## config.mk

```make
export PLATFORM = sky130hd
export DESIGN_NAME = instr_fetch_unit
export DESIGN_NICKNAME = d
export VERILOG_FILES = /design/src/rtl/instr_fetch_unit.sv
export SDC_FILE = /design/constraint.sdc
export NUM_CORES = 1
export LEC_CHECK = 0
export BUFFER_PORTS_ARGS = -buffer_cell sky130_fd_sc_hd__buf_4
export CORE_MARGIN = 3
export CORE_UTILIZATION = 50
export CTS_CLUSTER_DIAMETER = 120
export DETAILED_ROUTE_END_ITERATION = 7
export HOLD_SLACK_MARGIN = 0.15
export MAX_ROUTING_LAYER = met4
export PLACE_DENSITY = 0.69
export SETUP_SLACK_MARGIN = 0.05
export SYNTH_ARGS = -nofsm -noshare
export SYNTH_HDL_FRONTEND = slang
export SYNTH_SLANG_ARGS = --single-unit
```

## constraint.sdc

```tcl
create_clock -name clk -period 3.3 [get_ports clk]
set_input_delay 0.33 -clock clk [delete_from_list [all_inputs] [get_ports clk]]
set_output_delay 0.33 -clock clk [all_outputs]
set_load 0.01 [all_outputs]
```

## src/rtl/instr_fetch_unit.sv

```systemverilog
// Instruction fetch: PC, single in-flight ROM read, small decode buffer.
// Optional fetch range check enabled by defining FETCH_BOUND_CHECK_EN.
module instr_fetch_unit #(
    parameter logic [31:0] RESET_PC      = 32'h0000_0000,
    parameter int          BUF_DEPTH     = 2,
    parameter int          ROM_ADDR_BITS = 13
) (
    input  logic        clk,
    input  logic        reset_n,
    output logic        rom_en_o,
    output logic [31:0] rom_addr_o,
    input  logic [31:0] rom_data_i,
    input  logic        redirect_i,
    input  logic [31:0] redirect_pc_i,
    output logic        instr_valid_o,
    input  logic        instr_ready_i,
    output logic [31:0] instr_o,
    output logic [31:0] instr_pc_o,
    output logic        fault_o,
    output logic [31:0] fault_pc_o
);

    localparam int IW = $clog2(BUF_DEPTH);
    localparam int CW = IW + 1;
    localparam logic [CW:0] DEPTH_W = (CW+1)'(BUF_DEPTH);

`ifdef FETCH_BOUND_CHECK_EN
    localparam bit BOUND_EN = 1'b1;
`else
    localparam bit BOUND_EN = 1'b0;
`endif

    typedef enum logic {
        RUN,
        FAULT
    } state_t;

    state_t      state;
    logic [31:0] pc;
    logic [31:0] inflight_pc;
    logic [31:0] fault_pc;
    logic        inflight;
    logic        kill;

    logic [31:0] fifo_data [BUF_DEPTH];
    logic [31:0] fifo_pc   [BUF_DEPTH];
    logic [IW-1:0] head;
    logic [IW-1:0] tail;
    logic [CW-1:0] count;

    logic        pop;
    logic        push;
    logic [CW:0] occ;
    logic        room;
    logic        pc_oor;
    logic        tgt_bad;
    logic        issue;

    // Issue decision: room left after counting the in-flight word and this cycle's pop
    always_comb begin
        pop     = instr_valid_o & instr_ready_i;
        push    = inflight & ~kill & ~redirect_i;
        occ     = {1'b0, count} + (CW+1)'(inflight) - (CW+1)'(pop);
        room    = occ < DEPTH_W;
        pc_oor  = BOUND_EN && ((pc >> ROM_ADDR_BITS) != 32'd0);
        tgt_bad = (redirect_pc_i[1:0] != 2'b00) ||
                  (BOUND_EN && ((redirect_pc_i >> ROM_ADDR_BITS) != 32'd0));
        issue   = reset_n & ~redirect_i & (state == RUN) & room & ~pc_oor;
    end

    assign rom_en_o      = issue;
    assign rom_addr_o    = pc;
    assign instr_valid_o = count != '0;
    assign instr_o       = fifo_data[head];
    assign instr_pc_o    = fifo_pc[head];
    assign fault_o       = state == FAULT;
    assign fault_pc_o    = fault_pc;

    // Control FSM: PC, in-flight tracking, buffer pointers, fault capture
    always_ff @(posedge clk or negedge reset_n) begin
        if (!reset_n) begin
            state       <= RUN;
            pc          <= RESET_PC;
            inflight    <= 1'b0;
            inflight_pc <= '0;
            kill        <= 1'b0;
            fault_pc    <= '0;
            count       <= '0;
            head        <= '0;
            tail        <= '0;
        end else begin
            kill <= redirect_i;
            if (redirect_i) begin
                pc       <= redirect_pc_i;
                inflight <= 1'b0;
                count    <= '0;
                head     <= '0;
                tail     <= '0;
                if (tgt_bad) begin
                    state    <= FAULT;
                    fault_pc <= redirect_pc_i;
                end else begin
                    state <= RUN;
                end
            end else begin
                inflight <= issue;
                if (issue) begin
                    pc          <= pc + 32'd4;
                    inflight_pc <= pc;
                end
                if (push) tail <= tail + IW'(1);
                if (pop)  head <= head + IW'(1);
                count <= count + CW'(push) - CW'(pop);
                if (state == RUN && pc_oor) begin
                    state    <= FAULT;
                    fault_pc <= pc;
                end
            end
        end
    end

    // Buffer storage: returned ROM word and its PC written at the tail
    always_ff @(posedge clk or negedge reset_n) begin
        if (!reset_n) begin
            for (int i = 0; i < BUF_DEPTH; i++) begin
                fifo_data[i] <= '0;
                fifo_pc[i]   <= '0;
            end
        end else if (push) begin
            fifo_data[tail] <= rom_data_i;
            fifo_pc[tail]   <= inflight_pc;
        end
    end

endmodule

```

==> reports/results.tsv <==
metric	value	unit
status	finished clean	
reg2reg_depth	10	
hold_viol	0	
drc_errors	0	
routed_via_density	5.38	
synth.avg_cell_area	12.5	µm²
grt_start_max_net_pins	140	
finalPower	9.26	mW
place_inst	1234	
arrival	2780	ps
reg2reg_to	rom_addr_o[22]$_DFFE_PN0P_	
clk_transition_reported_paths	60	ps
grt-ovfl-total	0	
ys_types	45	
die_y	148	µm
power_density	694	nW/µm²
hpwl	14600	µm
syn_area	10100	µm²
synth_fp_nets	878	
crit_path_start_kind	register	
fin_crit	3110	ps
crit_path_max_fanout	11	
areaGrowthSynthToFinish	31.9	%
setup.worst_path.start	count[1]$_DFF_PN0_	
start_util	51.4	%
relSlewSlack	28.7	%
final_util	67.9	%
setup_violations	0	
reg2reg_slack	210	ps
synth-edff-count	0	
cts_tree	yes	
critPathRequiredTime	2970	ps
num_antenna_cells	0	
hp-class	primary input to register	
cts_sinks	231	
met1_length	11200	µm
instances_no_fill	1342	
antenna_found_initial	0	
ys_ff_latch	231	
totalWireLength	24000	µm
synthFlopType	dfrtp_1	
rsz0062_at_grt	false	
drt_first_pass_iters	4	
worstReg2RegStart	count[1]$_DFF_PN0_	
ctsRootBufferMaster	clkbuf_16	
end_kind	output pin	
leakage	6.47	nW
port_buffers	198	
core_area	19700	µm²
clock_latency	510	ps
cts_buffers	25	
grt_pass1_wl	38500	µm
worst_clock_skew	18.6	ps
clock_path_buffers	3	
ios	199	
post_drt_wl_per_cell	17.9	µm
peakVddDrop	0.000472	V
async_reset_ff_share	100	%
crit_type	register to output pin	
drv_cap	0	
routed.top_layer	met4	
grt_pass1_vias	7345	
finalMaxSlewViolations	0	
tightest_slew	1070	ps
yosysWarnings	0	
final_nets	1137	
fin_crit_sh	94.2	%
synth_top_area_share	57.2	%
postSynthCellCount	806	
drive_gt1_share	44.4	%
drtAntennaViolNets	0	
num_rows	51	
die_width	148	µm
endpoint	rom_en_o	
met2_length	10900	µm
drt_iter0_markers	353	
synth_area_leaders	dfrtp_1, mux2_2, nand2_1, o21ai_0, clkbuf_1	
fmax	322	MHz
die-area	22000	µm²
htree_levels	1	
yosysTopAreaCell	dfrtp_1	
yosysSeqAreaShare	57.2	%
gp_congestion	0.827	
dr_total_vias	7215	
grtUsageTotal	21.9	%
routed-wl-met3	1400	µm
synth_stat cells (all sizes together) (2+ instances only):
library cell / instances
dfrtp: 231
mux2: 222
nand2: 133
o21ai: 28
clkbuf: 25
nor2: 25
buf: 19
nand3: 18
inv: 10
nand4: 8
nor2b: 8
o311ai: 7
a32oi: 6
and3: 6
nand3b: 6
o211ai: 6
a31oi: 5
and2: 4
a21oi: 3
a22oi: 3
ha: 3
nor3: 3
nor4: 3
or3: 3
xnor2: 3
xor2: 3
a221o: 2
a41oi: 2
and4: 2
or2: 2
cell type report:
| class | count | area (µm²) |
|---|---|---|
| fillers | 1452 | 6310 |
| flip-flops and latches | 231 | 5790 |
| clock inverters | 2 | 10.0 |
| clock buffers | 37 | 711 |
| inverters | 10 | 40.0 |
| multi-input cells | 521 | 4130 |
| well taps | 265 | 332 |
| repair buffers | 276 | 2330 |
per-stage QoR:
step	hold slack (ps)	TNS, ps	cell area, µm²	worst slack [ps]
5_1_grt	230	0	13300	79.6
4_1_cts	188	0	13300	90.2
6_report	210	0	13300	193
3_3_place_gp	168	0	11900	60.6
2_1_floorplan	34.4	0	10100	379
3_5_place_dp	167	-40.3	11900	-18.1
placed cells by master (no fill, tap or decap), drive strengths merged:
cell	netlist	routed
nand4	8	8
nor4	3	3
a22oi	3	3
or2	2	2
dfrtp	231	231
clkinv	0	2
ha	3	3
and2	4	4
nand2	133	133
o311ai	7	7
buf	19	207
nand3	18	18
xor2	3	3
a41oi	2	2
a21oi	3	3
or4b	1	1
fa	1	1
o21ai	28	28
mux2i	1	1
a221o	2	2
nand4bb	1	1
inv	10	10
and3	6	6
dlygate4sd3	0	67
nand2b	1	1
clkbuf	25	39
or3b	1	1
nor3	3	3
nor2b	8	8
xnor2	3	3
o211ai	6	6
nand3b	6	6
a32oi	6	6
a31oi	5	5
mux2	222	222
nor2	25	25
or3	3	3
and4	2	2
or4	1	1
per-layer routing:
| layer | GRT usage (%) | vias up |
|---|---|---|
| met5 | - | - |
| met1 | 31.6 | 3619 |
| li1 | - | 3361 |
| met3 | 4.02 | 32 |
| met2 | 33.0 | 203 |
| met4 | 4.57 | 0 |
state kept, by name, summed over array words and instances, names as in the netlist, 2 cells and up:
register / cells
fifo_pc: 64
inflight_pc: 32
count: 2
fifo_data: 64
rom_addr_o: 32
fault_pc_o: 32
repair_timing:
item                                    in CTS  in global routing
resized for setup                            7                  2
hold endpoints to repair                   284                  0
endpoints found under the setup margin      10                  2
gates cloned                                 0                  2
buffers inserted                             0                  0
hold buffers                                67                  0
power breakdown:
group	internal, mW	switching [mW]	total [mW]
Sequential	3.55	0.536	4.09
Clock	1.47	1.05	2.52
Combinational	1.55	1.10	2.65
Total	6.57	2.69	9.26
critical path, stage by stage (launching register included):
cell       delay, ps
dfrtp_2          440
or2_2            300
nand2_2          110
nor2_2            60
fa_1             550
nand4bb_4        120
or2_4            300
inv_4            110
buf_12           150
buf_4            130
kinds of logic (layout without fill, tap and decap cells):
logic type	after synthesis	after routing	share of synthesized area, %
flops	231	231	57.2
simple gates	226	226	10.6
mux	223	223	24.8
compound gates	62	62	4.01
buf+inv	54	325	2.31
xor+xnor	6	6	0.520
fa+ha+maj	4	4	0.569
worst min path at each step:
stage                  startpoint                         to  slack [ps]  depth (start not counted)
floorplan                 reset_n         count[0]$_DFF_PN0_          30                          0
global placement          reset_n   fifo_data[0]$_DFFE_PN0P_         170                          1
detailed placement        reset_n  fifo_data[22]$_DFFE_PN0P_         170                          1
CTS                 instr_ready_i           head$_DFFE_PN0P_         190                          4
global route        instr_ready_i           head$_DFFE_PN0P_         230                          4
finish              instr_ready_i           head$_DFFE_PN0P_         210                          4
No activity file was read; power rests on OpenSTA's default activity.
